--- src/rtl/cpu_pkg.sv ---
// Shared constants for the 4-bit CPU: widths, sequencer states, opcodes and ALU ops.
// Kept as plain localparams so legacy Verilog consumers of these encodings still line up.
package cpu_pkg;

   localparam int unsigned CPU_DATA_WIDTH = 4;
   localparam int unsigned CPU_ADDR_WIDTH = 4;

   localparam logic [1:0] ST_FETCH   = 2'b00;
   localparam logic [1:0] ST_DECODE  = 2'b01;
   localparam logic [1:0] ST_EXECUTE = 2'b10;
   localparam logic [1:0] ST_HALT    = 2'b11;

   localparam logic [3:0] OP_NOP = 4'h0;
   localparam logic [3:0] OP_LDA = 4'h1;
   localparam logic [3:0] OP_LDB = 4'h2;
   localparam logic [3:0] OP_ADD = 4'h3;
   localparam logic [3:0] OP_SUB = 4'h4;
   localparam logic [3:0] OP_AND = 4'h5;
   localparam logic [3:0] OP_OR  = 4'h6;
   localparam logic [3:0] OP_OUT = 4'h7;
   localparam logic [3:0] OP_JMP = 4'h8;
   localparam logic [3:0] OP_JZ  = 4'h9;
   localparam logic [3:0] OP_JC  = 4'hA;
   localparam logic [3:0] OP_HLT = 4'hF;

   localparam logic [1:0] ALU_ADD = 2'b00;
   localparam logic [1:0] ALU_SUB = 2'b01;
   localparam logic [1:0] ALU_AND = 2'b10;
   localparam logic [1:0] ALU_OR  = 2'b11;

endpackage

--- src/rtl/my_register.sv ---
// Generic load-enabled register with asynchronous active-high clear.
module my_register #(
   parameter int unsigned REGISTER_WIDTH = 8
) (
   input  logic                      clk_i,
   input  logic                      reset_i,
   input  logic                      write_en_i,
   input  logic [REGISTER_WIDTH-1:0] d_i,
   output logic [REGISTER_WIDTH-1:0] q_o
);

   always_ff @(posedge clk_i or posedge reset_i) begin
      if (reset_i)
         q_o <= '0;
      else if (write_en_i)
         q_o <= d_i;
   end

endmodule

--- src/rtl/control_unit.sv ---
// Three-cycle fetch/decode/execute sequencer: owns PC, IR and Z/C flags, and decodes
// datapath strobes combinationally so an asynchronous reset drops them at once.
module control_unit
   import cpu_pkg::*;
#(
   parameter int unsigned DATA_WIDTH = CPU_DATA_WIDTH,
   parameter int unsigned ADDR_WIDTH = CPU_ADDR_WIDTH
) (
   input  logic                  clk_i,
   input  logic                  reset_i,
   input  logic [7:0]            instr_i,
   input  logic                  alu_zero_i,
   input  logic                  alu_carry_i,
   output logic [ADDR_WIDTH-1:0] pc_o,
   output logic [DATA_WIDTH-1:0] imm_o,
   output logic [1:0]            alu_op_o,
   output logic                  a_src_sel_o,
   output logic                  a_write_en_o,
   output logic                  b_write_en_o,
   output logic                  out_write_en_o,
   output logic                  halt_o,
   output logic [1:0]            state_o
);

   logic [1:0]            state_q;
   logic [ADDR_WIDTH-1:0] pc_q;
   logic [7:0]            ir_q;
   logic                  z_q;
   logic                  c_q;
   logic [3:0]            opcode;
   logic [ADDR_WIDTH-1:0] jump_target;

   assign opcode      = ir_q[7:4];
   assign jump_target = ADDR_WIDTH'(ir_q[3:0]);

   my_register #(
      .REGISTER_WIDTH(8)
   ) u_ir (
      .clk_i      (clk_i),
      .reset_i    (reset_i),
      .write_en_i (state_q == ST_FETCH),
      .d_i        (instr_i),
      .q_o        (ir_q)
   );

   // A taken jump simply overwrites the PC that FETCH already incremented.
   always_ff @(posedge clk_i or posedge reset_i) begin
      if (reset_i) begin
         state_q <= ST_FETCH;
         pc_q    <= '0;
         z_q     <= 1'b0;
         c_q     <= 1'b0;
      end else begin
         case (state_q)
            ST_FETCH: begin
               pc_q    <= pc_q + ADDR_WIDTH'(1);
               state_q <= ST_DECODE;
            end
            ST_DECODE: state_q <= ST_EXECUTE;
            ST_EXECUTE: begin
               state_q <= (opcode == OP_HLT) ? ST_HALT : ST_FETCH;
               case (opcode)
                  OP_ADD, OP_SUB, OP_AND, OP_OR: begin
                     z_q <= alu_zero_i;
                     c_q <= alu_carry_i;
                  end
                  OP_JMP: pc_q <= jump_target;
                  OP_JZ:  if (z_q) pc_q <= jump_target;
                  OP_JC:  if (c_q) pc_q <= jump_target;
                  default: ;
               endcase
            end
            default: state_q <= ST_HALT;
         endcase
      end
   end

   always_comb begin
      alu_op_o       = ALU_ADD;
      a_src_sel_o    = 1'b0;
      a_write_en_o   = 1'b0;
      b_write_en_o   = 1'b0;
      out_write_en_o = 1'b0;
      if (state_q == ST_EXECUTE) begin
         case (opcode)
            OP_LDA: a_write_en_o = 1'b1;
            OP_LDB: b_write_en_o = 1'b1;
            OP_ADD: begin a_write_en_o = 1'b1; a_src_sel_o = 1'b1; alu_op_o = ALU_ADD; end
            OP_SUB: begin a_write_en_o = 1'b1; a_src_sel_o = 1'b1; alu_op_o = ALU_SUB; end
            OP_AND: begin a_write_en_o = 1'b1; a_src_sel_o = 1'b1; alu_op_o = ALU_AND; end
            OP_OR:  begin a_write_en_o = 1'b1; a_src_sel_o = 1'b1; alu_op_o = ALU_OR;  end
            OP_OUT: out_write_en_o = 1'b1;
            default: ;
         endcase
      end
   end

   assign pc_o    = pc_q;
   assign imm_o   = ir_q[DATA_WIDTH-1:0];
   assign halt_o  = (state_q == ST_HALT);
   assign state_o = state_q;

endmodule
--- config.mk ---
export PLATFORM = sky130hd
export DESIGN_NAME = control_unit
export DESIGN_NICKNAME = d
export VERILOG_FILES = /design/src/rtl/cpu_pkg.sv /design/src/rtl/my_register.sv /design/src/rtl/control_unit.sv
export SDC_FILE = /design/constraint.sdc
export NUM_CORES = 1
export LEC_CHECK = 0
export CORE_ASPECT_RATIO = 1.1
export CORE_UTILIZATION = 48
export CTS_BUF_LIST = sky130_fd_sc_hd__clkbuf_8 sky130_fd_sc_hd__clkbuf_16
export CTS_CLUSTER_DIAMETER = 50
export DETAILED_ROUTE_END_ITERATION = 16
export MAX_ROUTING_LAYER = met4
export PLACE_DENSITY = 0.88
export SETUP_SLACK_MARGIN = 0.3
export SLEW_MARGIN = 25
export SYNTH_ARGS = -nofsm -noshare
export SYNTH_HDL_FRONTEND = slang
export SYNTH_HIERARCHICAL = 1
export SYNTH_SLANG_ARGS = --single-unit
--- constraint.sdc ---
create_clock -name clk_i -period 2.2 [get_ports clk_i]
set_clock_uncertainty 0.1 [all_clocks]
set_input_delay 0.22 -clock clk_i [delete_from_list [all_inputs] [get_ports clk_i]]
set_output_delay 0.22 -clock clk_i [all_outputs]
set_load 0.01 [all_outputs]
Word level (Yosys, flattened, before mapping)
Index checks and enable logic that the tools add are counted.

Memories: 0. Memory bits (read-only): 0. Word-level logic and storage cells: 45. Register bits: 16. RAM bits: 0. Output and inout port bits: 17. Latch bits: 0. Bits of input ports: 12.

Reductions and logical operators: 6. Equality and inequality tests: 17. Bitwise logic cells: 0. $add $sub $neg: 1. Shift operators: 0. Mux-type cells: 16. Magnitude comparators: 0. Div/mod/pow operators: 0. Multipliers: 0.

Operators by type and width (count): 4-bit by 3-bit == test with 1-bit output, second input constant (4); 4-bit == test, second input constant (4); 2-bit case mux with 3 select lines (2); 4-bit case mux with 3 select lines (1); 4-bit by 2-bit == test with 1-bit output, second input constant (2); 1-bit two-way mux (8); 4-bit two-way mux (2); 4-bit case mux with 2 select lines (1); 3-bit inequality test, second input constant (2); 5-bit OR reduction (1); 4-bit by 1-bit adder with 4-bit output, second input constant (1); 2-bit == test, second input constant (2); 4-bit by 1-bit == test with 1-bit output, second input constant (1); 2-bit two-way mux (2); 4-bit by 1-bit inequality test with 1-bit output, second input constant (1); 4-bit AND reduction (1); 4-bit OR reduction (1); 2-bit by 1-bit == test with 1-bit output, second input constant (1); 2-bit logical NOT (1); 2-bit AND reduction (1); 2-bit nonzero test (1).

Logic depth before layout (Yosys ltp)
Gate-level depths: netlist (run 1).

Word-level depth: 4. Gate-level depth with buffers: 5. Mapped depth without buffers: 5.

Modules after synthesis
The synthesis (run 1) kept the hierarchy.

By module, submodules not included: control_unit (area each 553.0 µm², instances 1, cells an instance 63); my_register (area each 335.3 µm², instances 1, cells an instance 18).

Worst setup path after synthesis (run 1)
OpenSTA, ideal clock, no wires.

Kind: flip-flop to flip-flop. Start point: reg state_q[1], in the netlist state_o[1]. End point: reg u_ir.q_o[0]. Stages on the path, launching flop included: 5. Period minus slack after synthesis: 1493 ps. Arrival time: 1268 ps. Library setup time: 125 ps. Setup slack: 707 ps. Cell sequence: dfrtp_1 buf_2 nor2_1 buf_6 mux2_4.

Cells in the longest elaborated chain, start to end: 1.

Ends and longest elaborated chain: start: declaration (line control_unit.sv:25) `logic [1:0] state_q;`; start signal: assignment (line control_unit.sv:61) `state_q <= (opcode == OP_HLT) ? ST_HALT : ST_FETCH;`; 2-bit logical NOT (line control_unit.sv:41) `.write_en_i (state_q == ST_FETCH),`; end signal: assignment (line my_register.sv:16) `q_o <= d_i;`; end: declaration (line my_register.sv:9) `output logic [REGISTER_WIDTH-1:0] q_o`.

Every way passes these cells. A chain may end at the register's enable or synchronous reset.

Worst setup path in the final report (run 1)
Start point: reg u_ir.q_o[4]. End point: out a_write_en_o.

Cells in the longest elaborated chain, start to end: 4. Elaborated cells between the ends (all ways): 8. Those cells by class: eq/ne: 5; mux: 2; reduce/logical: 1.

Ends and longest elaborated chain: 4-bit by 3-bit == test with 1-bit output (tied with other cells) (line control_unit.sv:85) `case (opcode)`; 5-bit OR reduction (no line) *; 1-bit two-way mux * (line control_unit.sv:85); 1-bit two-way mux * (line control_unit.sv:84) `if (state_q == ST_EXECUTE) begin`; end: declaration (line control_unit.sv:18) `output logic a_write_en_o,`.

Mark *: on every way between the ends. The rest lies on a longest branch, timed or not.

==> results.toml, run 1 <==
[route]
vias_per_cell = 5.63
routedWlPerCell_um = 15.8
routed_wirelength_mm = 2.11
antenna_left = 0
num_vias = 749
initialDrtViolationCount = 14
drcViolationCount = 0
dr.pass1.iters = 4

[worst_setup_path]
end_kind = "output port"
r2r_setup_slack_ps = 650
timing.rr.start = "u_ir/q_o[4]"
timing.rr.end = "pc_o[3]"
arrival_ps = 1490
crit_required_ps = 1880
startpoint_type = "register"
r2r_cells = 5
path_max_fanout = 6
criticalPathCategory = "reg2out"

[clock_network]
numCtsBuffers = 3
htreeDepth = 1
clock_sinks = 16
clock_path_buffers = 2
cts_tree = "yes"
cts_root_buf = "clkbuf_8"
clkLatencyLatePin_ps = 240
cts.reportedPaths.clkPinSlew_ps = 60

[cells_and_area]
final_nets = 130
drive_gt1_share_pct = 26.7
synthToLayoutAreaGrowth_pct = 44.1
instances_no_fill = 133
diodes = 0

[sta]
fmax_mhz = 554
drv_slew = 0
slew-limit-headroom_pct = 78.6
final.setup.tns_ps = 0
finalSetupViolCount = 0
rsz0062_at_grt = "false"
fin_crit_sh_pct = 82.1
hold_viol_final = 0
post-route-min-period_ps = 1810
layout_setup_ws_ps = 395
fin_hold_ws_ps = 138
worst_slew_pin_slew_ps = 321

[global_route]
grt_pass1_vias = 748
grt_max_degree = 12
grt_pass1_wl_mm = 3.36
grt.total_usage_pct = 23.9
grt-ovfl-total = 0
antenna_found_initial = 0

[logic_synthesis]
synthTopCellsByArea = "dfrtp_1 (45%), mux2_4 (14%), nor2_1 (3.4%), o2111ai_4 (3.0%), inv_1 (2.5%)"
synth_fp_nets = 94
ys.flop_type = "dfrtp_1"
syn_inst = 81
ys_seq_elements = 16
synth_largest_area_cell = "dfrtp_1"
synth_edf_count = 0
synth_top_area_share_pct = 45.1
avgSynthCellArea_um2 = 11.0
yosys_warnings = 6
ys_async_sr_fraction_pct = 100
ys_seq_area_share_pct = 45.1
ys_types = 29
syn_area_um2 = 888

[floorplan]
initial_core_util_pct = 53.8
dieArea_mm2 = 0.00203
ioPinCount = 29
core.rowCount = 15
core-area_mm2 = 0.00165
die_y_um = 47.1
die-width_um = 43.0

[worst_hold_path]
min_path_type = "in2async"

[place]
port_buffers = 28
gp_congestion = 0.852
dp_hpwl_mm = 1.52
place_ws_ps = 354
dp.cells = 126

[pwr]
powerDensity_mw_per_mm2 = 1540
total_leakage_power_nw = 0.617
ir_worst_vdd_mv = 0.936

[run]
drv_cap = 0

[run_status]
status = "completed"
==> synth_stat cells, types with 2 or more instances <==
cell,count
o21ai_0,4
dfrtp_1,16
nor2_1,8
inv_1,6
xnor2_1,2
mux2_4,8
a21oi_1,4
nand2_1,6
a31oi_1,2
mux2i_1,2
buf_2,2
mux2_2,2
nor3_1,3
==> final cells by class <==
class	count	area [um^2]
multi-input cells	56	454
repair buffers	34	324
fillers	107	372
inverters	6	22.5
well taps	17	21.3
flip-flops and latches	16	403
clock buffers	4	55.1
==> per-layer routing <==
| layer | wire, um | GRT usage [%] | up-vias | share of wire, % |
|---|---|---|---|---|
| met3 | 74 | 3.46 | 2 | 3.5 |
| met1 | 868 | 27.8 | 367 | 41 |
| met2 | 1150 | 43.3 | 25 | 54 |
| met5 | 0 | - | - | 0 |
| met4 | 15 | 7.27 | 0 | 0.71 |
| li1 | - | - | 355 | - |
==> critical path, stage by stage, from the launching register on <==
cell and delay (ps):
dfrtp_2 430, buf_4 170, and3_2 210, nor4_1 250, clkbuf_2 190
==> state kept, by name, summed over array words and instances (netlist names) <==
| register | flops |
|---|---|
| pc_o | 4 |
| u_ir/q_o | 8 |
| state_o | 2 |
| z_q | 1 |
| c_q | 1 |
==> through the flow <==
| stage | area (um^2) | power [W] | util [%] |
|---|---|---|---|
| 6_report | 1280 | 0.00197 | 77.5 |
| 5_1_grt | 1280 | 0.00209 | 77.5 |
| 4_1_cts | 1260 | 0.00192 | 76.1 |
| 3_5_place_dp | 1190 | 0.00164 | 72.1 |
| 3_3_place_gp | 1190 | 0.00159 | 72.1 |
| 2_1_floorplan | 888 | 0.00124 | - |
==> report_power, final <==
| part | internal, W | switching, W |
|---|---|---|
| logic | 0.000608 | 0.000470 |
| clock network | 0.000158 | 0.0000945 |
| registers | 0.000449 | 0.000186 |
==> logic make-up (layout without fill, tap and decap cells) <==
kind of cell,after synthesis,in the layout,synth area share [%]
AND/OR/NAND/NOR,28,28,17.5
AO/OA/AOI/OAI,13,13,10.8
multiplexers,12,12,18.3
XOR/XNOR,2,2,1.97
flip-flops,16,16,45.1
buffers and inverters,9,44,4.93
adder cells (fa/ha/maj),1,1,1.41
==> worst max path at each step <==
stage                 from            to  slack (ps)
2_1_floorplan   state_o[1]   u_ir/q_o[0]         710
3_3_place_gp   u_ir/q_o[4]  a_write_en_o         380
3_5_place_dp   u_ir/q_o[6]  a_write_en_o         350
4_1_cts        u_ir/q_o[5]   a_src_sel_o         210
5_1_grt        u_ir/q_o[4]  a_write_en_o         330
6_report       u_ir/q_o[4]  a_write_en_o         390
==> timing repair <==
action	CTS	global route
cloned	0	0
gates resized for setup	9	7
setup endpoints to repair	7	3
hold buffers	0	0
buffers inserted	1	2
==> cell usage in the layout, fill, tap and decap left out, types with 4 or more instances in the layout <==
cell type        netlist  final
clkdlybuf4s50_1        0     21
mux2_4                 8      8
nor2_1                 8      7
o21ai_0                4      4
a21oi_1                4      4
dfrtp_1               16     14
inv_1                  6      6
buf_4                  0      5
dlygate4sd2_1          0      4
clkbuf_8               0      4
nand2_1                6      5
Note: power is estimated with default switching activity, not from simulation.
==> run 2, diff against run 1 <==
--- a/config.mk
+++ b/config.mk
@@ -6,12 +6,12 @@
 export NUM_CORES = 1
 export LEC_CHECK = 0
 export CORE_ASPECT_RATIO = 1.1
-export CORE_UTILIZATION = 48
+export CORE_UTILIZATION = 40
 export CTS_BUF_LIST = sky130_fd_sc_hd__clkbuf_8 sky130_fd_sc_hd__clkbuf_16
 export CTS_CLUSTER_DIAMETER = 50
 export DETAILED_ROUTE_END_ITERATION = 16
 export MAX_ROUTING_LAYER = met4
-export PLACE_DENSITY = 0.88
+export PLACE_DENSITY = 0.79
 export SETUP_SLACK_MARGIN = 0.3
 export SLEW_MARGIN = 25
 export SYNTH_ARGS = -nofsm -noshare
==> constraint.sdc (replaced) <==
create_clock -name clk_i -period 1.5 [get_ports clk_i]
set_clock_uncertainty 0.1 [all_clocks]
set_input_delay 0.15 -clock clk_i [delete_from_list [all_inputs] [get_ports clk_i]]
set_output_delay 0.15 -clock clk_i [all_outputs]
set_load 0.01 [all_outputs]
==> run 2 against run 1 <==
  * The run now ends with setup timing left
  * Hold slack worse by 68 ps
  * First-iteration DRC count rose by 86%
  * Clock power rose by 31%
  * Combinational power rose to 2.5 times the previous value
  * Worst setup slack worse by 480 ps
  * Final area is 30% higher
  * Cell count increased by 32%
  * Core utilization is 4.2 points higher
  * Sequential power up 38%
  * Sequential share of layout area shrank 7.1 points
  * Largest cell class is now non-clock buffers
==> results.toml, run 2 (synthesis gave the netlist of run 1 again) <==
[run_status]
status = "finished, violations left"
violations = "setup timing"

[worst_setup_path]
slowest_stage = "dfrtp_1"
criticalPathCategory = "reg2out"
path_buf_inv = 2
crit_required_ps = 1250
max_stage_delay_ps = 380
startpoint_type = "register"
path_max_fanout = 2
arrival_ps = 1340
path_cells = "nand2b_4, buf_6, nor4_2, buf_2"
path_delay_family = "simple AND/OR/NAND/NOR gates"
end_kind = "output port"

[clock_network]
clock_path_buffers = 2
clock_sinks = 16
htreeDepth = 1
cts_root_buf = "clkbuf_8"
cts_tree = "yes"
cts.reportedPaths.clkPinSlew_ps = 60
clkLatencyLatePin_ps = 250
numCtsBuffers = 3

[place]
dp_hpwl_mm = 1.55
port_buffers = 28
place_ws_ps = -183
gp_congestion = 0.798

[sta]
post-route-min-period_ps = 1590
fin_crit_sh_pct = 106
layout_setup_ws_ps = -89.1
finalSetupViolCount = 4
fmax_mhz = 629
drv_slew = 0
worst_slew_pin_slew_ps = 329
rsz0062_at_grt = "true"
final.setup.tns_ps = -241
slew-limit-headroom_pct = 78.1
hold_viol_final = 0

[cells_and_area]
largest_register = "u_ir/q_o"
layout_common_cells = "buf_4 (21), buf_6 (19), dfrtp_1 (11), clkdlybuf4s50_1 (11), mux2_4 (9)"
fillCellCount = 109
largest_reg_flops = 8
synthToLayoutAreaGrowth_pct = 87.9
drive_gt1_share_pct = 61.2
final_nets = 161
diodes = 0
layout_commonest_cell = "buf_4"

[global_route]
grt_max_degree = 10
grt-ovfl-total = 0
grt_pass1_vias = 840
antenna_found_initial = 0
grt_pass1_wl_mm = 3.92
grt.total_usage_pct = 24.1

[route]
routed_wirelength_mm = 2.69
routedWlPerCell_um = 15.4
dr.pass1.iters = 5
initialDrtViolationCount = 26
antenna_left = 0
drcViolationCount = 0
num_vias = 923
vias_per_cell = 5.27

[floorplan]
dieArea_mm2 = 0.00241
die_y_um = 51.4
core.rowCount = 17
core-area_mm2 = 0.00204
die-width_um = 46.9
initial_core_util_pct = 43.5
ioPinCount = 29

[pwr]
powerDensity_mw_per_mm2 = 2350
ir_worst_vdd_mv = 1.38
total_leakage_power_nw = 0.792

[run]
drv_cap = 0

[worst_hold_path]
min_path_type = "in2async"
## run 2: layout make-up
| class | instances | area (um^2) | area share (%) |
|---|---|---|---|
| clock buffer | 3 | 41.3 | 2.47 |
| timing repair buffer | 65 | 608 | 36.4 |
| tap | 28 | 35.0 | 2.10 |
| multi-input combinational | 56 | 549 | 32.9 |
| sequential | 16 | 407 | 24.4 |
| clock inverter | 1 | 3.75 | 0.225 |
| inverter | 6 | 25.0 | 1.50 |
## run 2: path summary, 6_finish.rpt
kind,slack [ps],endpoint,cells after the start,startpoint
min in group clk_i,410,u_ir/q_o[7],2,instr_i[7]
max reg2reg,-70,pc_o[1],6,u_ir/q_o[6]
max,-90,a_write_en_o,4,state_o[0]
max in group asynchronous,940,pc_o[0],2,reset_i
min reg2reg,420,z_q,1,z_q
min,70,u_ir/q_o[7],2,reset_i
## run 2: per-stage QoR
step | total power [W] | utilization (%) | std cells | area [um^2] | hold slack [ps]
3_5_place_dp | 0.00282 | 67.4 | 152 | 1380 | 355
6_report | 0.00393 | 81.7 | 175 | 1670 | 69.7
3_3_place_gp | 0.00275 | 67.4 | 152 | 1380 | 336
4_1_cts | 0.00358 | 77.6 | 171 | 1580 | 73.1
2_1_floorplan | 0.00196 | - | 81 | 947 | -135
5_1_grt | 0.00413 | 81.7 | 175 | 1670 | 108
## run 2: timing repair
| item | CTS | global route |
|---|---|---|
| pin swaps | 9 | 10 |
| setup buffers | 15 | 4 |
| gates resized for setup | 77 | 13 |
| hold buffers | 0 | 0 |
| endpoints found under the setup margin | 32 | 27 |
## run 2: where the power goes
group          internal, W  total [W]  switching, W
Clock             0.000182   0.000332      0.000150
Sequential        0.000666   0.000877      0.000210
Combinational      0.00158    0.00272       0.00114
Total              0.00243    0.00393       0.00150
## run 2: per-layer routing
metal / share of wire (%) / GRT usage, % / vias up
li1: - / - / 414
met1: 42 / 31.3 / 454
met2: 50 / 36.6 / 45
met3: 5.4 / 5.30 / 10
met4: 3.2 / 8.57 / 0
met5: 0 / - / -
